File: config.mk
export PLATFORM = sky130hd
export DESIGN_NAME = ttl74x191
export DESIGN_NICKNAME = d
export VERILOG_FILES = /design/src/rtl/ttl_pkg.sv /design/src/rtl/ttl74x191_slice.sv /design/src/rtl/ttl74x191.sv
export SDC_FILE = /design/constraint.sdc
export NUM_CORES = 1
export LEC_CHECK = 0
export CAP_MARGIN = 30
export CORE_AREA = 4 4 41 43
export CTS_CLUSTER_DIAMETER = 60
export CTS_CLUSTER_SIZE = 24
export DETAILED_ROUTE_END_ITERATION = 12
export DIE_AREA = 0 0 45 47
export PLACE_DENSITY = 0.59
export SYNTH_ARGS = -nofsm -noshare
export SYNTH_HDL_FRONTEND = slang
export SYNTH_HIERARCHICAL = 1
export SYNTH_SLANG_ARGS = --single-unit
export TNS_END_PERCENT = 1
File: constraint.sdc
create_clock -name clock -period 1.6 [get_ports clock]
set_clock_uncertainty 0.15 [all_clocks]
set_input_delay 0.16 -clock clock [delete_from_list [all_inputs] [get_ports clock]]
set_output_delay 0.16 -clock clock [all_outputs]
set_load 0.01 [all_outputs]
File: src/rtl/ttl_pkg.sv
// Shared constants for the 74x-style counter family.
//   SLICE_W  : width of one counter slice (one nibble)
//   DIR_UP   : value of 'down' that selects counting up
//   DIR_DOWN : value of 'down' that selects counting down
package ttl_pkg;

  localparam int   SLICE_W  = 4;
  localparam logic DIR_UP   = 1'b0;
  localparam logic DIR_DOWN = 1'b1;

endpackage

File: src/rtl/ttl74x191_slice.sv
// One 4-bit synchronous presettable up/down counter slice.
// Ports:
//   clock   : rising-edge clock
//   clr     : asynchronous active-low reset (q -> 0)
//   load    : synchronous parallel load, active-low (highest priority)
//   ent     : count enable / carry-borrow in; also gates rco
//   enp     : parallel count enable; does not gate rco
//   down    : 0 = count up, 1 = count down
//   d       : parallel load data
//   q       : slice value
//   max_min : terminal count for the current direction (ungated)
//   rco     : ent & max_min, feeds the next slice's ent
module ttl74x191_slice
  import ttl_pkg::*;
(
  input  logic               clock,
  input  logic               clr,
  input  logic               load,
  input  logic               ent,
  input  logic               enp,
  input  logic               down,
  input  logic [SLICE_W-1:0] d,
  output logic [SLICE_W-1:0] q,
  output logic               max_min,
  output logic               rco
);

  logic [SLICE_W-1:0] q_q;
  logic [SLICE_W-1:0] q_d;

  always_comb begin
    q_d = q_q;
    if (!load) begin
      q_d = d;
    end else if (ent && enp) begin
      if (down == DIR_DOWN) begin
        q_d = q_q - 1'b1;
      end else begin
        q_d = q_q + 1'b1;
      end
    end
  end

  always_ff @(posedge clock or negedge clr) begin
    if (!clr) begin
      q_q <= '0;
    end else begin
      q_q <= q_d;
    end
  end

  // Terminal value is all-ones going up and zero going down; tracks 'down'
  // combinationally so a direction change is visible in the same cycle.
  assign max_min = (down == DIR_DOWN) ? (q_q == '0) : (q_q == '1);
  assign rco     = ent & max_min;
  assign q       = q_q;

endmodule

File: src/rtl/ttl74x191.sv
// WIDTH-bit synchronous presettable up/down counter built from 4-bit slices
// chained through rco, plus a registered wrap pulse.
// Ports:
//   clock   : rising-edge clock
//   clr     : asynchronous active-low reset (q -> 0, wrap -> 0)
//   load    : synchronous parallel load, active-low
//   ent     : count enable / carry-borrow in; also gates rco
//   enp     : parallel count enable; does not gate rco
//   down    : 0 = count up, 1 = count down
//   d       : parallel load data
//   q       : counter value
//   max_min : full-width terminal count for the current direction
//   rco     : ent & max_min (rco of the MSB slice)
//   wrap    : one-cycle pulse after a counting edge that wrapped
module ttl74x191
  import ttl_pkg::*;
#(
  parameter int WIDTH = 4
) (
  input  logic             clock,
  input  logic             clr,
  input  logic             load,
  input  logic             ent,
  input  logic             enp,
  input  logic             down,
  input  logic [WIDTH-1:0] d,
  output logic [WIDTH-1:0] q,
  output logic             max_min,
  output logic             rco,
  output logic             wrap
);

  localparam int NUM_SLICES = WIDTH / SLICE_W;

  generate
    if ((WIDTH % SLICE_W) != 0 || WIDTH < SLICE_W) begin : g_bad_width
      $error("ttl74x191: WIDTH must be a positive multiple of 4");
    end
  endgenerate

  logic [NUM_SLICES-1:0] slice_ent;
  logic [NUM_SLICES-1:0] slice_rco;
  logic [NUM_SLICES-1:0] slice_max_min;

  genvar gi;
  generate
    for (gi = 0; gi < NUM_SLICES; gi++) begin : g_slice
      // Each slice counts only when every lower slice sits at its terminal
      // value; the chained rco carries the AND of ent and those conditions.
      if (gi == 0) begin : g_first
        assign slice_ent[gi] = ent;
      end else begin : g_rest
        assign slice_ent[gi] = slice_rco[gi-1];
      end

      ttl74x191_slice u_slice (
        .clock   (clock),
        .clr     (clr),
        .load    (load),
        .ent     (slice_ent[gi]),
        .enp     (enp),
        .down    (down),
        .d       (d[gi*SLICE_W +: SLICE_W]),
        .q       (q[gi*SLICE_W +: SLICE_W]),
        .max_min (slice_max_min[gi]),
        .rco     (slice_rco[gi])
      );
    end
  endgenerate

  assign max_min = &slice_max_min;
  assign rco     = slice_rco[NUM_SLICES-1];

  // A counting edge taken from the full-width terminal value is exactly a wrap.
  logic wrap_q;
  logic wrap_d;

  always_comb begin
    wrap_d = load & ent & enp & max_min;
  end

  always_ff @(posedge clock or negedge clr) begin
    if (!clr) begin
      wrap_q <= 1'b0;
    end else begin
      wrap_q <= wrap_d;
    end
  end

  assign wrap = wrap_q;

endmodule

**After elaboration in Yosys (flattened, before gate mapping)**

Index checks and enable logic that the tools add are counted.

- Flip-flop bits (word level): 5
- Word-level logic and storage cells: 16
- Input port bits: 10

- Bitwise gates (word level): 4
- Multiplexer cells: 4
- Equality and inequality tests: 2
- Reduce and logical (&&, ||, !) cells: 2
- $add $sub $neg: 2

Operators by type and width:

| kind | count |
|---|---|
| two-way mux 4 bit | 3 |
| adder 4 x 1 -> 4 bit (second input constant) | 1 |
| bitwise AND 1 bit | 4 |
| == test 4 bit (second input constant) | 1 |
| logical NOT 4 bit | 1 |
| subtractor 4 x 1 -> 4 bit (second input constant) | 1 |
| != test 2 x 1 -> 1 bit (second input constant) | 1 |
| logical AND 1 bit | 1 |
| two-way mux 1 bit | 1 |

**Logic depth before layout (Yosys ltp)**

- Word-level depth: 4
- Mapped depth: 6
- Depth with buffers taken out: 6

**By module**

Netlist, hierarchy kept.

By module, submodules not included:

| module | cells an instance | sequential area each (um^2) | instances | area each (um^2) |
|---|---|---|---|---|
| ttl74x191_slice | 41 | 100.1 | 1 | 337.8 |
| ttl74x191 | 2 | 25.0 | 1 | 33.8 |

**Worst setup path before layout**

Ideal clock, no wire load.

- Path type: reg-to-output
- Start point: reg g_slice[0].u_slice.q_q[0]
- End point: out rco
- Path slack: -48 ps
- Stages on the path, launching flop included: 4
- Data arrival time: 1338 ps
- Cell sequence: dfrtp_1 -> or4_1 -> o21ai_2 -> and2_1

- Longest elaborated chain between the ends: 3
- Elaborated cells between the ends (all ways): 4

Ends and longest elaborated chain:

| what | RTL line | text |
|---|---|---|
| start, declared | ttl74x191_slice.sv:28 | `logic [SLICE_W-1:0] q_q;` |
| start signal, assigned | ttl74x191_slice.sv:48 | `q_q <= q_d;` |
| == test 4 bit or logical NOT 4 bit (tied branches) | ttl74x191_slice.sv:54 | `assign max_min = (down == DIR_DOWN) ? (q_q == '0) : (q_q == '1);` |
| two-way mux 1 bit * | ttl74x191_slice.sv:54 |  |
| via max_min | ttl74x191.sv:28 | `output logic max_min,` |
| bitwise AND 1 bit * | ttl74x191_slice.sv:55 | `assign rco = ent & max_min;` |
| end, declared | ttl74x191.sv:29 | `output logic rco,` |

The timed path passes the listed nets; every way through them passes the cells marked *.

**Worst setup path after layout**

- Start point: reg g_slice[0].u_slice.q_q[0]
- End point: out rco

- Longest elaborated chain between the ends: 3
- Elaborated cells between the ends (all ways): 4

Ends and longest elaborated chain:

| what | RTL line |
|---|---|
| == test 4 bit or logical NOT 4 bit (tied branches) | ttl74x191_slice.sv:54 |
| two-way mux 1 bit * | ttl74x191_slice.sv:54 |
| bitwise AND 1 bit * | ttl74x191_slice.sv:55 |

Every way passes the cells marked *; elsewhere a longest branch is shown, timed or not.

==> results.toml <==
[logic_synthesis]
syn_area_um2 = 372
ys_types = 24
async_reset_ff_share_pct = 100
ys_ff_latch = 5
syn_area_per_cell_um2 = 8.64
synth_edf_count = 0
synth_ff_type = "dfrtp_1"
yosysSeqAreaShare_pct = 33.7
yosys_warnings = 6
synth_fp_nets = 56
syn_inst = 43

[detailed_routing]
met2_length_um = 560
routed.top_layer = "met3"
drtPass1Iterations = 2
via_per_inst = 4.72
wl_met1_um = 440
route.detailed.drc = 0
drt-total-wl_um = 1080
wl_met3_um = 80
num_vias = 420
drtIter0Drc = 1
ant_nets = 0
wire_per_inst_um = 12.1

[sta]
worstMarginPinSlew_ps = 259
whs_ps = -0.257
fmax_mhz = 538
hold_viol = 5
finalMaxSlewViolations = 0
max_slew_margin_pct = 82.7
rsz0062_at_grt = "true"
finalCriticalPeriod_ps = 1860
finalSetupViolations = 4
period_share_pct = 116
worst_slack_ps = -259

[die]
core_region_area_um2 = 1300
die_w_um = 45
floorplan.initialDensity_pct = 28.6
fp.dieH_um = 47
num_rows = 13
die-area_um2 = 2120
io_pins = 17

[placed_design]
placed_cell_area_um2 = 629
io_buffers = 16
dp_hpwl_um = 851
gp_congestion = 0.755

[grt]
grt_start_max_net_pins = 9
grt_antenna_before_repair = 0
gr-total-overflow = 0
grtUsageTotal_pct = 11.4
grt_pass1_wl_um = 1700
grt_pass1_vias = 403

[job]
drv_cap = 0

[power_and_ir_drop]
cellPowerDensity_nw_per_um2 = 776
total_power_mw = 0.518
ir_worst_vdd_v = 0.000484
p_leak_nw = 0.328

[status]
violations = "hold timing, setup timing"
status = "complete, but fails checks"

[layout]
final_cell_mix = "buf_4, clkdlybuf4s50_1, nand2_1, dfrtp_1, dlygate4sd2_1"
synthToLayoutAreaGrowth_pct = 79.8
num_antenna_cells = 0
finalNetCount = 88
drive_gt1_share_pct = 35.1
fin_area_um2 = 668
nFillCells = 139
layout_commonest_cell = "buf_4"
final_util_pct = 51.3

[cts]
clockBufferDepth = 2
path_clk_slew_ps = 50
cts_hold_buffers = 0
htree_levels = 1
cts-root-buf = "clkbuf_4"
clkSinkCount = 5
clk_latency_ps = 240
cts_tree = "yes"
cts_inserted_buffers = 3

[critical_path]
crit_path_max_fanout = 3
path_class = "reg2out"
startpoint_type = "flip-flop"
end_kind = "primary output"
crit_required_ps = 1290
arrival_ps = 1550

[worst_hold_path]
hp-class = "in2async"
[sequential cells by signal (all words and copies together) (netlist names)]
name	flops
wrap	1
g_slice.u_slice/q	4
[critical path, cell delays in order (launching register included)]
cell and delay [ps]:
dfrtp_1 390, or4_4 510, o21ai_2 150, and2_1 130, buf_2 120
[Yosys cell counts, types with 2 or more instances]
master   instances  area share (%)
nand2_1          5             5.1
o21ai_0          2             2.7
nand3_1          2             2.7
or4_1            2             4.0
and3_2           2             4.0
dfrtp_1          5              34
nor2_1           3             3.0
inv_1            2             2.0
ha_1             2             6.7
a21oi_1          4             5.4
[logic make-up (layout without fill, tap and decap cells)]
logic type                 Yosys count  count (layout)  share of synthesized area (%)
xor gates and xnor gates             2               2                           4.71
adders and majority gates            3               3                           12.1
muxes                                1               1                           3.03
buffers and inverters                4              35                           4.04
DFF                                  5               5                           33.7
AOI/OAI and AO/OA                    9               9                           14.1
and+or+nand+nor                     19              19                           28.3
[layout make-up]
class                   instances  area (µm²)  area share, %
inverters                       3        11.3           1.69
clock buffers                   4        26.3           3.93
well taps                      15        18.8           2.81
repair buffers                 28         241           36.1
flip-flops and latches          5         125           18.7
multi-input cells              34         245           36.7
[worst paths after layout]
kind	start	to	slack, ps	depth (start not counted)
max in group asynchronous	clr	g_slice[0].u_slice/q[2]$_DFFE_PN0P_	1100	1
min in group clock	d[0]	g_slice[0].u_slice/q[0]$_DFFE_PN0P_	330	3
max reg2reg	g_slice[0].u_slice/q[1]$_DFFE_PN0P_	g_slice[0].u_slice/q[1]$_DFFE_PN0P_	-140	5
min reg2reg	g_slice[0].u_slice/q[1]$_DFFE_PN0P_	g_slice[0].u_slice/q[1]$_DFFE_PN0P_	560	3
max	g_slice[0].u_slice/q[0]$_DFFE_PN0P_	rco	-260	4
min	clr	g_slice[0].u_slice/q[3]$_DFFE_PN0P_	-0.3	1
[where the power goes]
part	internal (mW)	switching, mW	leakage (nW)
Combinational	0.119	0.0924	0.252
Clock	0.0947	0.0580	0.0150
Sequential	0.141	0.0128	0.0602
Total	0.355	0.163	0.328
[per-layer routing]
layer  GRT usage, %  vias to the layer above
met4              0                        0
met2           21.2                       12
li1               -                      215
met5              0                        -
met1           12.4                      193
met3           5.75                        0
[per-stage QoR]
stage	instances	worst slack (ps)	hold slack [ps]	TNS [ps]
global placement	84	-733	253	-2430
global route	89	-322	13.3	-849
detailed placement	84	-747	264	-2520
CTS	89	-299	0.878	-639
finish	89	-259	-0.257	-565
floorplan	43	-48.4	-286	-48.4
[repair_timing]
action	in CTS	in global routing
setup endpoints to repair	4	6
cloned	0	0
pin swaps	4	1
setup buffers	1	0
resized for setup	15	3
Power figures use the tool's default switching activity.
